### config.mk
export PLATFORM = sky130hd
export DESIGN_NAME = sdram_bus_arbiter
export DESIGN_NICKNAME = d
export VERILOG_FILES = /design/src/rtl/sdram_bus_arbiter.sv
export SDC_FILE = /design/constraint.sdc
export NUM_CORES = 1
export LEC_CHECK = 0
export ABC_CLOCK_PERIOD_IN_PS = 2950
export BUFFER_PORTS_ARGS = -buffer_cell sky130_fd_sc_hd__buf_2
export CORE_MARGIN = 2
export CORE_UTILIZATION = 44
export DETAILED_ROUTE_END_ITERATION = 8
export GPL_TIMING_DRIVEN = 1
export PLACE_DENSITY = 0.92
export SLEW_MARGIN = 10
export SYNTH_ARGS = -nofsm -noshare
export SYNTH_HDL_FRONTEND = slang
export SYNTH_SLANG_ARGS = --single-unit
### constraint.sdc
create_clock -name clk -period 2.95 [get_ports clk]
set_input_delay 0.1475 -clock clk [delete_from_list [all_inputs] [get_ports clk]]
set_output_delay 0.1475 -clock clk [all_outputs]
set_load 0.01 [all_outputs]
### src/rtl/sdram_bus_arbiter.sv
// sdram_bus_arbiter
//   Round-robin arbiter sharing one SDRAM-controller request/response bus among
//   NUM_PORTS requesters. A grant is held for the whole of a write burst; a read
//   is one address handshake whose response beats are routed back in order via
//   a tag FIFO of {port, beats}.
// Ports
//   clk, rst_n              clock, async active-low reset
//   p_req_*                 per-port request fields (packed, port i at [i*W +: W])
//   p_req_ready             per-port accept (only the granted port sees ready)
//   p_rsp_valid/p_rsp_rdata read data routed to the owning port
//   bus_req_*/bus_rsp_*     controller side
//   err_orphan_rsp          sticky: response beat arrived with no tag outstanding
module sdram_bus_arbiter #(
  parameter int NUM_PORTS = 2,
  parameter int AW        = 26,
  parameter int DW        = 16,
  parameter int TAG_DEPTH = 4
) (
  input  logic                    clk,
  input  logic                    rst_n,
  input  logic [NUM_PORTS-1:0]    p_req_read,
  input  logic [NUM_PORTS-1:0]    p_req_write,
  input  logic [NUM_PORTS*AW-1:0] p_req_addr,
  input  logic [NUM_PORTS-1:0]    p_req_burst,
  input  logic [NUM_PORTS*3-1:0]  p_req_burst_len,
  input  logic [NUM_PORTS*DW-1:0] p_req_wdata,
  input  logic [NUM_PORTS*2-1:0]  p_req_byteenable,
  output logic [NUM_PORTS-1:0]    p_req_ready,
  output logic [NUM_PORTS-1:0]    p_rsp_valid,
  output logic [DW-1:0]           p_rsp_rdata,
  output logic                    bus_req_read,
  output logic                    bus_req_write,
  output logic                    bus_req_burst,
  output logic [AW-1:0]           bus_req_addr,
  output logic [2:0]              bus_req_burst_len,
  output logic [DW-1:0]           bus_req_wdata,
  output logic [1:0]              bus_req_byteenable,
  input  logic                    bus_req_ready,
  input  logic                    bus_rsp_valid,
  input  logic [DW-1:0]           bus_rsp_rdata,
  output logic                    err_orphan_rsp
);
  localparam int GW = (NUM_PORTS > 1) ? $clog2(NUM_PORTS) : 1;
  localparam int PW = $clog2(TAG_DEPTH);
  localparam logic [PW:0] TAG_FULL = (PW+1)'(TAG_DEPTH);

  typedef enum logic {IDLE, BUSY} state_e;

  state_e         state_q;
  logic [GW-1:0]  grant_q, rr_q;
  logic           op_wr_q;
  logic [3:0]     beats_q;    // write: beats remaining; read: beats to tag
  logic           started_q;  // a handshake has happened under this grant
  logic [GW-1:0]  tag_port_q [TAG_DEPTH];
  logic [3:0]     tag_rem_q  [TAG_DEPTH];
  logic [PW-1:0]  wr_ptr_q, rd_ptr_q;
  logic [PW:0]    cnt_q;
  logic           err_q;

  function automatic logic [3:0] beats_f(input logic burst, input logic [2:0] len);
    if (!burst)      return 4'd1;
    else if (len[2]) return 4'd8;
    else             return 4'd1 << len[1:0];
  endfunction

  logic fifo_full, fifo_empty;
  assign fifo_full  = (cnt_q == TAG_FULL);
  assign fifo_empty = (cnt_q == '0);

  // Reads need a free tag slot; writes are always eligible.
  logic [NUM_PORTS-1:0] elig;
  assign elig = p_req_write | (p_req_read & {NUM_PORTS{~fifo_full}});

  // First eligible port from rr_q upward with wrap: scan high-to-low offset
  // so the lowest offset wins.
  logic          pick_vld;
  logic [GW-1:0] pick;
  always_comb begin
    int idx;
    idx      = 0;
    pick_vld = 1'b0;
    pick     = '0;
    for (int k = NUM_PORTS-1; k >= 0; k--) begin
      idx = int'(rr_q) + k;
      if (idx >= NUM_PORTS) idx -= NUM_PORTS;
      if (elig[idx]) begin
        pick_vld = 1'b1;
        pick     = GW'(idx);
      end
    end
  end

  logic busy, held, hs, push, rsp_hit, pop;
  logic [GW-1:0] head_port, rr_next;
  logic [3:0]    head_rem;

  assign busy = (state_q == BUSY);
  // The op is gated by the live request so a dropped request never handshakes.
  assign held = op_wr_q ? p_req_write[grant_q] : p_req_read[grant_q];
  assign bus_req_write      = busy &  op_wr_q & held;
  assign bus_req_read       = busy & ~op_wr_q & held;
  assign bus_req_addr       = busy ? p_req_addr[int'(grant_q)*AW +: AW] : '0;
  assign bus_req_burst      = busy & p_req_burst[grant_q];
  assign bus_req_burst_len  = busy ? p_req_burst_len[int'(grant_q)*3 +: 3] : '0;
  assign bus_req_wdata      = busy ? p_req_wdata[int'(grant_q)*DW +: DW] : '0;
  assign bus_req_byteenable = busy ? p_req_byteenable[int'(grant_q)*2 +: 2] : '0;
  assign hs      = (bus_req_read | bus_req_write) & bus_req_ready;
  assign push    = hs & ~op_wr_q;
  assign rr_next = (grant_q == GW'(NUM_PORTS-1)) ? '0 : grant_q + GW'(1);

  always_comb begin
    p_req_ready = '0;
    if (busy) p_req_ready[grant_q] = bus_req_ready;
  end

  assign head_port = tag_port_q[rd_ptr_q];
  assign head_rem  = tag_rem_q[rd_ptr_q];
  assign rsp_hit   = bus_rsp_valid & ~fifo_empty;
  assign pop       = rsp_hit & (head_rem == 4'd1);

  always_comb begin
    p_rsp_valid = '0;
    if (rsp_hit) p_rsp_valid[head_port] = 1'b1;
  end
  assign p_rsp_rdata    = rsp_hit ? bus_rsp_rdata : '0;
  assign err_orphan_rsp = err_q;

  always_ff @(posedge clk or negedge rst_n) begin
    if (!rst_n) begin
      state_q   <= IDLE;
      grant_q   <= '0;
      rr_q      <= '0;
      op_wr_q   <= 1'b0;
      beats_q   <= '0;
      started_q <= 1'b0;
      wr_ptr_q  <= '0;
      rd_ptr_q  <= '0;
      cnt_q     <= '0;
      err_q     <= 1'b0;
      for (int i = 0; i < TAG_DEPTH; i++) begin
        tag_port_q[i] <= '0;
        tag_rem_q[i]  <= '0;
      end
    end else begin
      case (state_q)
        IDLE: if (pick_vld) begin
          grant_q   <= pick;
          op_wr_q   <= p_req_write[pick];
          beats_q   <= beats_f(p_req_burst[pick], p_req_burst_len[int'(pick)*3 +: 3]);
          started_q <= 1'b0;
          state_q   <= BUSY;
        end
        BUSY: begin
          if (hs) begin
            started_q <= 1'b1;
            if (!op_wr_q || beats_q == 4'd1) begin
              state_q <= IDLE;
              rr_q    <= rr_next;
            end else begin
              beats_q <= beats_q - 4'd1;
            end
          end else if (!held && !started_q) begin
            state_q <= IDLE;  // abandoned before any handshake: no rr advance
          end
        end
        default: state_q <= IDLE;
      endcase

      if (push) begin
        tag_port_q[wr_ptr_q] <= grant_q;
        tag_rem_q[wr_ptr_q]  <= beats_q;
        wr_ptr_q             <= wr_ptr_q + PW'(1);
      end
      if (rsp_hit) begin
        if (pop) rd_ptr_q <= rd_ptr_q + PW'(1);
        else     tag_rem_q[rd_ptr_q] <= head_rem - 4'd1;
      end
      case ({push, pop})
        2'b10:   cnt_q <= cnt_q + (PW+1)'(1);
        2'b01:   cnt_q <= cnt_q - (PW+1)'(1);
        default: cnt_q <= cnt_q;
      endcase
      if (bus_rsp_valid && fifo_empty) err_q <= 1'b1;
    end
  end
endmodule

; ---- After elaboration in Yosys (flattened, before gate mapping)
; Cells that the tools add are included.
[classes]
add_sub_neg = 10
n_mul = 3
magnitude_cmp = 13
n_eq_ne = 8
n_shift = 6
n_mux = 68
bitwise = 19
reduce_logical = 17
[op_table]
columns = op, count
row1 = $mux 16, 5
row2 = $lt 32x3->1 const B, 2
row3 = $mux 32, 2
row4 = $shiftx 52x7->26, 1
row5 = $mux 4, 9
row6 = $mux 1, 33
row7 = $bwmux 16, 2
row8 = $shiftx 32x6->16, 1
row9 = $mux 26, 1
row10 = $demux 4 s2, 2
row11 = $shiftx 6x4->3, 2
row12 = $and 1x1->1, 9
row13 = $bmux 4 s2, 1
row14 = $eq 4x1->1 const B, 2
row15 = $pmux 4 s2, 1
row16 = $sub 4x1->4 const B, 2
row17 = $ge 3x3->1 const B, 2
row18 = $logic_and 1x1->1, 6
row19 = $lt 1x2->1 const B, 3
row20 = $lt 3x1->1 const B, 2
row21 = $mul 1x2->3 const B, 2
row22 = $mux 2, 3
row23 = $not 2->3, 2
row24 = $pmux 3 s2, 1
row25 = 34 further kinds, 48
[totals]
register_bits = 37
output_inout_bits = 71
word_cells = 162

; ---- Logic depth before layout (Yosys ltp)
; Gate-level depths: netlist of the first run.
[depth]
word_depth = 16
ltp_mapped = 13

; ---- Least setup slack after synthesis of the first run
; No wires, ideal clock.
[synth_timing]
kind = register -> register
from = register rd_ptr_q[0]
to = register cnt_q[2]
arrival_time_ns = 2.631
required_time_ns = 2.871
slack_ns = 0.239
path_stages_with_launch = 14
n_path_buf = 1
period_less_slack_ns = 2.711
path_cell_list = dfrtp_1 -> buf_6 -> mux4_1 -> inv_1 -> ha_1 -> o311a_2 -> nand2_1 -> inv_1 -> ha_1 -> inv_1 -> fa_1 -> xor2_1 -> nor2_1 -> xor2_1
[synth_via]
elab_chain_len = 8
elab_cells_between_ends = 10
[synth_lines]
columns = item, line_no
row1 = from (decl), 56  ; logic [PW-1:0] wr_ptr_q, rd_ptr_q;
row2 = from (signal assigned), 175  ; if (pop) rd_ptr_q <= rd_ptr_q + PW'(1);
row3 = $not 2->3 (implied by the code) (*), 117  ; assign head_rem = tag_rem_q[rd_ptr_q];
row4 = $bmux 4 s2 (*), 117
row5 = $mux 4 (implied by the code) (*) (2 in series), 117
row6 = $eq 4x1->1 (*), 119  ; assign pop = rsp_hit & (head_rem == 4'd1);
row7 = $and 1x1->1 (*), 119
row8 = $eq 2x1->1 or $eq 2x2->1 (tied branches), 178  ; case ({push, pop})
row9 = $pmux 3 s2 or $reduce_bool 2->1 (tied branches), --
row10 = to (signal assigned), 179  ; 2'b10: cnt_q <= cnt_q + (PW+1)'(1);
row11 = to (signal assigned), 180  ; 2'b01: cnt_q <= cnt_q - (PW+1)'(1);
row12 = to (signal assigned), 181  ; default: cnt_q <= cnt_q;
row13 = to (decl), 57  ; logic [PW:0] cnt_q;
; Every way passes the cells marked *; elsewhere a longest branch is shown, timed or not. The select of a mux whose other input is x is not followed.
; A chain may end at the register's enable or synchronous reset.

; ---- Final worst setup path of the first run
; Ends and elaborated chain as after synthesis.

==> results of run 1 <==
==> stage by stage <==
stage | std cells | hold slack, ns | util | cell area [um^2] | power (mW)
6_report | 628 | 0.07823 | 0.6041 | 4312 | 4.054
5_1_grt | 628 | 0.07389 | 0.6041 | 4312 | 4.399
4_1_cts | 626 | 0.07390 | 0.6024 | 4299 | 4.023
3_5_place_dp | 617 | 0.2956 | 0.5884 | 4199 | 3.646
3_3_place_gp | 617 | 0.2811 | 0.5884 | 4199 | 3.548
2_1_floorplan | 345 | -0.1481 | - | 3192 | 2.841
==> worst max-delay path by stage <==
stage | from | to | slack, ns
floorplan | rd_ptr_q[0] | cnt_q[2] | 0.24
global placement | rd_ptr_q[1] | cnt_q[2] | 0.30
detailed placement | rd_ptr_q[1] | cnt_q[2] | 0.18
CTS | rd_ptr_q[1] | cnt_q[2] | 0.13
global route | rd_ptr_q[0] | cnt_q[2] | 0.007
finish | rd_ptr_q[0] | cnt_q[2] | 0.21
==> placed cells by master, fill, tap and decap left out, types with 3 or more instances in the layout <==
cell type	n
xnor2_1	5
nand2_1	14
nor2_1	62
nor2b_1	4
mux2i_1	84
buf_4	6
mux4_1	3
clkbuf_8	6
a21oi_1	3
o21ai_0	7
buf_2	190
dfrtp_1	35
and2_1	22
inv_1	17
nor3_1	8
a211o_1	3
mux2_2	4
ha_1	13
==> report_power, final <==
part	switching (mW)	internal [mW]
Combinational	1.44	1.22
Clock	0.171	0.190
Sequential	0.261	0.770
Total	1.88	2.18
==> Yosys cell counts, drive strengths merged, types with 3 or more instances <==
library cell  instances  area (um^2)
nor2                 62        232.7
xnor2                 5        43.79
inv                  17        63.81
a211o                 3        26.28
clkbuf                7        26.28
ha                   13        162.7
a21oi                 4        23.77
mux4                  5        127.6
o21ai                 9        45.04
buf                  14        72.57
mux2                  6        67.56
and2                 23        146.4
nor3                 10        60.06
nor2b                 4        25.02
mux2i                84        840.8
dfrtp                37        925.9
nand2                14        52.55
==> critical path: stages (launching register included) <==
cell and delay (ns):
dfrtp_1 0.37, mux4_2 0.53, inv_1 0.10, ha_1 0.16
o311a_2 0.21, nand2_1 0.12, inv_1 0.10, ha_1 0.19
inv_1 0.07, fa_1 0.38, xor2_1 0.16, nor2_1 0.11
xor2_1 0.16
==> metal layers <==
| metal | track usage | wire, um |
|---|---|---|
| met5 | 0 | 0 |
| met2 | 0.4215 | 4919 |
| met1 | 0.2620 | 3802 |
| met4 | 0.1072 | 352 |
| met3 | 0.05817 | 653 |
==> kinds of logic (layout without fill, tap and decap cells) <==
logic type / count (synthesis) / in the layout / synth area share
buf+inv: 38 / 222 / 0.05096
fa+ha+maj: 14 / 14 / 0.05723
compound gates: 32 / 32 / 0.07566
flops: 37 / 37 / 0.2901
mux: 95 / 95 / 0.3246
simple gates: 122 / 122 / 0.1823
xor+xnor: 7 / 7 / 0.01921
==> area by class of cell <==
cell class | instances | share of cell area
inverters | 17 | 0.01480
repair buffers | 197 | 0.2333
clock buffers | 8 | 0.02089
multi-input cells | 270 | 0.4869
flip-flops and latches | 37 | 0.2153
well taps | 99 | 0.02873
==> flip-flops by register name, indices dropped and copies added, names as in the netlist <==
name            flops
op_wr_q             1
rd_ptr_q            2
tag_rem_q          16
cnt_q               3
beats_q             4
wr_ptr_q            2
busy                1
started_q           1
rr_q                1
err_orphan_rsp      1
tag_port_q          4
grant_q             1
==> repair_timing <==
item                                    4_1_cts  5_1_grt
gates resized for setup                       0        2
endpoints found under the setup margin        0        1
setup buffers                                 0        2
endpoints found under the hold margin        37        0
hold buffers                                  1        0
==> impl_metrics.sql, run 1 <==
INSERT INTO impl_metrics (metric_group, metric, value, unit) VALUES
('sta', 'totalNegativeSetupSlack', '0', 'ns'),
('placed_design', 'detailedPlacementHpwl', '7870', 'um'),
('clocking', 'path_clk_slew', '0.07', 'ns'),
('floorplan', 'die_area', '7951', 'um^2'),
('floorplan', 'boundaryPins', '191', ''),
('sta', 'hold_viol_final', '0', ''),
('global_routing', 'antenna_found_initial', '0', ''),
('logic_synthesis', 'yosys_register_bits', '37', ''),
('worst_setup_path', 'worstPathRequired', '3.16', 'ns'),
('sta', 'max_slew.worst_pin.slew', '0.8473', 'ns'),
('sta', 'timing.final.setup_violations', '0', ''),
('final_layout', 'reg_area', '928.4', 'um^2'),
('route', 'number_of_drc_violations_after_detailed_routing', '0', ''),
('min_path', 'min_delay_worst_endpoint', 'err_orphan_rsp', ''),
('floorplan', 'initial_utilization', '0.4472', ''),
('min_path', 'min_delay_path_depth', '2', ''),
('sta', 'max_slew_margin', '0.4352', ''),
('worst_setup_path', 'r2r-start', 'rd_ptr_q[0]', ''),
('logic_synthesis', 'synth_nets', '479', ''),
('floorplan', 'placeableCoreArea', '7137', 'um^2'),
('clocking', 'clock_insertion_delay_worst_skew', '0.29', 'ns'),
('logic_synthesis', 'synth.lib_cells_used.distinct', '47', ''),
('sta', 'final.min_clock_period', '2.737', 'ns'),
('route', 'routed_via_density', '5.228', ''),
('worst_setup_path', 'setup.worst_path.start_class', 'register', ''),
('logic_synthesis', 'synth_ff_type', 'dfrtp_1', ''),
('logic_synthesis', 'syn_inst', '345', ''),
('route', 'routed_wire_length', '9727', 'um'),
('clocking', 'cts_inserted_buffers', '5', ''),
('final_layout', 'antenna-diode-count', '0', ''),
('clocking', 'cts_tree', 'yes', ''),
('floorplan', 'floorplan.die.height', '89.17', 'um'),
('worst_setup_path', 'maximum_fanout_along_the_worst_path', '5', ''),
('worst_setup_path', 'crit-reg2reg-capture', 'cnt_q[2]', ''),
('sta', 'skew', '0.003888', 'ns'),
('logic_synthesis', 'synth.yosys.warnings', '0', ''),
('logic_synthesis', 'synth.yosys.seq_area_share', '0.2901', ''),
('worst_setup_path', 'ff2ff_setup_slack', '0.21', 'ns'),
('global_routing', 'maximum_number_of_pins_on_one_net_before_global_route_repair', '56', ''),
('min_path', 'hp-start', 'bus_rsp_valid', ''),
('min_path', 'hold_class', 'in -> reg', ''),
('pwr', 'irDropWorstVdd', '473.1', 'uV'),
('worst_setup_path', 'worstSetupPathType', 'reg -> reg', ''),
('job', 'maxCapViolCount', '0', ''),
('pwr', 'power-per-cell-area', '940.1', 'nW/um^2'),
('sta', 'rsz0062_at_grt', 'no', ''),
('worst_setup_path', 'worstPathArrival', '2.95', 'ns'),
('sta', 'final.setup.worst_slack', '0.2134', 'ns'),
('logic_synthesis', 'syn_area', '3192', 'um^2'),
('worst_setup_path', 'cp-end-kind', 'register', ''),
('global_routing', 'grt_usage', '0.2354', ''),
('logic_synthesis', 'synth-async-reset-ratio', '1.000', ''),
('clocking', 'clockBufferDepth', '2', ''),
('clocking', 'cts.htree.levels', '2', ''),
('logic_synthesis', 'mean_post_synth_cell_area', '9.252', 'um^2'),
('logic_synthesis', 'number_of_enable_flip_flop_cells_after_synthesis', '0', ''),
('final_layout', 'number_of_nets_in_the_layout', '662', ''),
('placed_design', 'dp_worst_setup_slack', '0.1842', 'ns'),
('route', 'detailedRoute.firstIterationViolations', '114', ''),
('final_layout', 'n_fill_cell', '657', ''),
('final_layout', 'post_route_cells_drive_above_1_share', '0.4121', ''),
('worst_setup_path', 'r2r.worst_path.cells', '12', ''),
('placed_design', 'i_o_buffers', '190', ''),
('route', 'via_count', '3283', ''),
('sta', 'timing.final.max_slew_violations', '0', ''),
('sta', 'max_clock_freq', '365.4', 'MHz'),
('route', 'postRouteAntennaNets', '0', ''),
('clocking', 'clock_sinks', '37', ''),
('clocking', 'cts.root.buffer_cell', 'clkbuf_8', ''),
('pwr', 'leakage', '2.246', 'nW'),
('placed_design', 'routabilityCongestion', '0.8938', ''),
('outcome', 'run_status', 'finished clean', ''),
('floorplan', 'die_w', '89.17', 'um'),
('global_routing', 'grt_overflow_total', '0', ''),
('final_layout', 'multi_input_comb_area', '2100', 'um^2'),
('final_layout', 'syn2layout_area_growth', '35.08', '%'),
('global_routing', 'grt_first_pass_wirelength', '14530', 'um'),
('sta', 'finalCritPeriodShare', '0.9277', ''),
('global_routing', 'via_count_of_the_first_global_routing_pass', '3245', ''),
('floorplan', 'num_rows', '31', ''),
('route', 'route.detailed.wl_per_inst', '15.49', 'um'),
('route', 'drt_pre_antenna_iters', '4', '');
No activity file was read; power rests on OpenSTA's default activity.
==> run 2, diff against run 1 <==
- ABC_CLOCK_PERIOD_IN_PS: 2950 -> 3400
- CORE_UTILIZATION: 44 -> 48
- PLACE_DENSITY: 0.92 -> 0.95
- clock period: 2.95 -> 3.4 ns (I/O delays scaled with it)
==> impl_metrics.sql, run 2 (same netlist as run 1, synthesis figures left out) <==
INSERT INTO impl_metrics (metric_group, metric, value, unit) VALUES
('outcome', 'run_status', 'finished clean', ''),
('pwr', 'leakage', '2.252', 'nW'),
('sta', 'max_clock_freq', '360.5', 'MHz'),
('clocking', 'postCtsSetupBuffers', '0', ''),
('floorplan', 'initial_utilization', '0.4998', ''),
('route', 'via_count', '3246', ''),
('worst_setup_path', 'critPathMaxStageDelay', '0.61', 'ns'),
('route', 'detail_route.wirelength.met1', '3497', 'um'),
('clocking', 'cts_inserted_buffers', '5', ''),
('global_routing', 'maximum_number_of_pins_on_one_net_before_global_route_repair', '56', ''),
('global_routing', 'antenna_found_initial', '0', ''),
('pwr', 'power-per-cell-area', '828.3', 'nW/um^2'),
('worst_setup_path', 'ff2ff_setup_slack', '0.63', 'ns'),
('final_layout', 'largest_reg_flops', '16', ''),
('floorplan', 'boundaryPins', '191', ''),
('clocking', 'path_clk_slew', '0.07', 'ns'),
('global_routing', 'grt_usage', '0.2508', ''),
('final_layout', 'final_util', '0.6722', ''),
('sta', 'max_slew_margin', '0.3094', ''),
('route', 'number_of_drc_violations_after_detailed_routing', '0', ''),
('clocking', 'clock_insertion_delay_worst_skew', '0.29', 'ns'),
('worst_setup_path', 'crit_top_cell', 'inv_1', ''),
('min_path', 'hold_class', 'in -> reg', ''),
('worst_setup_path', 'worstPathRequired', '3.61', 'ns'),
('sta', 'skew', '0.006080', 'ns'),
('sta', 'max_slew.worst_pin.slew', '1.035', 'ns'),
('sta', 'hold_viol_final', '0', ''),
('final_layout', 'antenna-diode-count', '0', ''),
('final_layout', 'layout.cells.most_common_list', 'buf_2, mux2i_1, nor2_1', ''),
('final_layout', 'most_frequent_standard_cell_in_the_layout_excluding_fill_and_tap_cells', 'buf_2', ''),
('worst_setup_path', 'critical_path.cell_chain', 'mux4_1 > inv_1 > ha_1 > o311a_2 > nand2_1 > inv_1 > ha_1 > inv_1 > fa_1 > xor2_1 > nor2_1 > xor2_1', ''),
('worst_setup_path', 'cp-end-kind', 'register', ''),
('final_layout', 'largest_register_by_flop_count', 'tag_rem_q', ''),
('final_layout', 'syn2layout_area_growth', '34.50', '%'),
('global_routing', 'via_count_of_the_first_global_routing_pass', '3216', ''),
('min_path', 'hp-start', 'bus_rsp_valid', ''),
('placed_design', 'i_o_buffers', '190', ''),
('placed_design', 'routabilityCongestion', '0.9312', ''),
('job', 'maxCapViolCount', '0', ''),
('final_layout', 'largest_registers_ranked_by_flip_flop_count', 'tag_rem_q x16, beats_q x4, tag_port_q x4', ''),
('sta', 'timing.final.setup_violations', '0', ''),
('route', 'postRouteAntennaNets', '0', ''),
('worst_setup_path', 'worstPathArrival', '2.98', 'ns'),
('route', 'routed_wire_length', '9431', 'um'),
('route', 'detailedRoute.firstIterationViolations', '145', ''),
('floorplan', 'die_area', '7318', 'um^2'),
('worst_setup_path', 'worstSetupPathType', 'reg -> reg', ''),
('route', 'topRoutingLayerUsed', 'met4', ''),
('worst_setup_path', 'critPathSlowestCell', 'mux4_1', ''),
('route', 'route.detailed.wl_per_inst', '15.61', 'um'),
('sta', 'rsz0062_at_grt', 'no', ''),
('sta', 'totalNegativeSetupSlack', '0', 'ns'),
('floorplan', 'die_w', '85.55', 'um'),
('final_layout', 'post_route_cells_drive_above_1_share', '0.4080', ''),
('floorplan', 'num_rows', '29', ''),
('final_layout', 'final-instance-count-excl-fill', '604', ''),
('clocking', 'cts.root.buffer_cell', 'clkbuf_8', ''),
('route', 'routed_via_density', '5.374', ''),
('floorplan', 'floorplan.die.height', '85.55', 'um'),
('clocking', 'cts_tree', 'yes', ''),
('clocking', 'clock_sinks', '37', ''),
('clocking', 'cts.htree.levels', '2', ''),
('sta', 'hold_ws', '0.1083', 'ns'),
('sta', 'finalCritPeriodShare', '0.8159', ''),
('pwr', 'irDropWorstVdd', '740.9', 'uV'),
('clocking', 'clockBufferDepth', '2', ''),
('route', 'routed-wl-met2', '4852', 'um'),
('placed_design', 'placed_cells', '595', ''),
('worst_setup_path', 'r2r-start', 'rd_ptr_q[0]', ''),
('sta', 'final.min_clock_period', '2.774', 'ns'),
('route', 'drt_pre_antenna_iters', '6', ''),
('clocking', 'cts-resized-gates', '0', ''),
('worst_setup_path', 'timing.critical_path.from', 'rd_ptr_q[0]', ''),
('global_routing', 'grt_first_pass_wirelength', '14800', 'um'),
('floorplan', 'placeableCoreArea', '6386', 'um^2'),
('sta', 'timing.final.max_slew_violations', '0', ''),
('worst_setup_path', 'setup.worst_path.start_class', 'register', ''),
('worst_setup_path', 'maximum_fanout_along_the_worst_path', '5', ''),
('final_layout', 'number_of_nets_in_the_layout', '660', ''),
('global_routing', 'grt_overflow_total', '0', ''),
('route', 'routed-wl-met3', '969', 'um'),
('placed_design', 'detailedPlacementHpwl', '7610', 'um');
run 2: cell types whose count changed in the layout (fill, tap and decap cells not counted):
cell | previous run | this run
bufinv_16 | 0 | 1
dfrtp_1 | 35 | 36
mux4_1 | 3 | 4
clkinv_4 | 0 | 1
clkbuf_8 | 6 | 5
mux4_2 | 2 | 1
buf_4 | 6 | 4
clkbuf_1 | 2 | 1
dfrtp_2 | 2 | 1
run 2: layout make-up:
cell class / instances / area, um^2
clock buffer: 6 / 72.57
sequential: 37 / 927.1
tap: 77 / 96.34
fill: 489 / 2093
multi-input combinational: 270 / 2103
inverter: 17 / 63.81
clock inverter: 2 / 38.79
timing repair buffer: 195 / 991.0
run 2: worst max-delay path: cells and delay by family (launching register included):
family	cells	cell delay, ns
adder cells (fa/ha/maj)	3	0.69
multiplexers	1	0.61
flip-flops	1	0.37
XOR/XNOR	2	0.32
buffers and inverters	3	0.25
AND/OR/NAND/NOR	2	0.24
AO/OA/AOI/OAI	1	0.22
run 2: stage by stage:
stage	power (mW)	area (um^2)	setup slack (ns)
after global routing	3.839	4293	0.4407
after floorplan	2.465	3192	0.6894
after CTS	3.566	4293	0.6216
final	3.556	4293	0.6258
after global placement	3.072	4172	0.7775
after detailed placement	3.175	4172	0.6522
run 2: final timing paths:
kind,endpoint,cells after the start
max in group asynchronous,grant_q,2
setup / recovery,cnt_q[2],12
hold / removal,err_orphan_rsp,2
hold reg to reg,err_orphan_rsp,1
min in group asynchronous,cnt_q[1],2
setup reg to reg,cnt_q[2],12
run 2: where the power goes:
group | switching (mW) | internal (mW)
Clock | 0.161 | 0.220
Combinational | 1.25 | 1.03
Sequential | 0.226 | 0.666
run 2: repair_timing:
item                       in CTS  in global routing
hold endpoints to repair       37                  0
setup endpoints to repair       0                  0
hold buffers                    1                  0
run 2: metal layers:
metal  track usage  up-vias
li1              -     1565
met1        0.2750     1507
met2        0.4723      158
met3       0.08373       16
met4       0.04618        0
met5             0        -
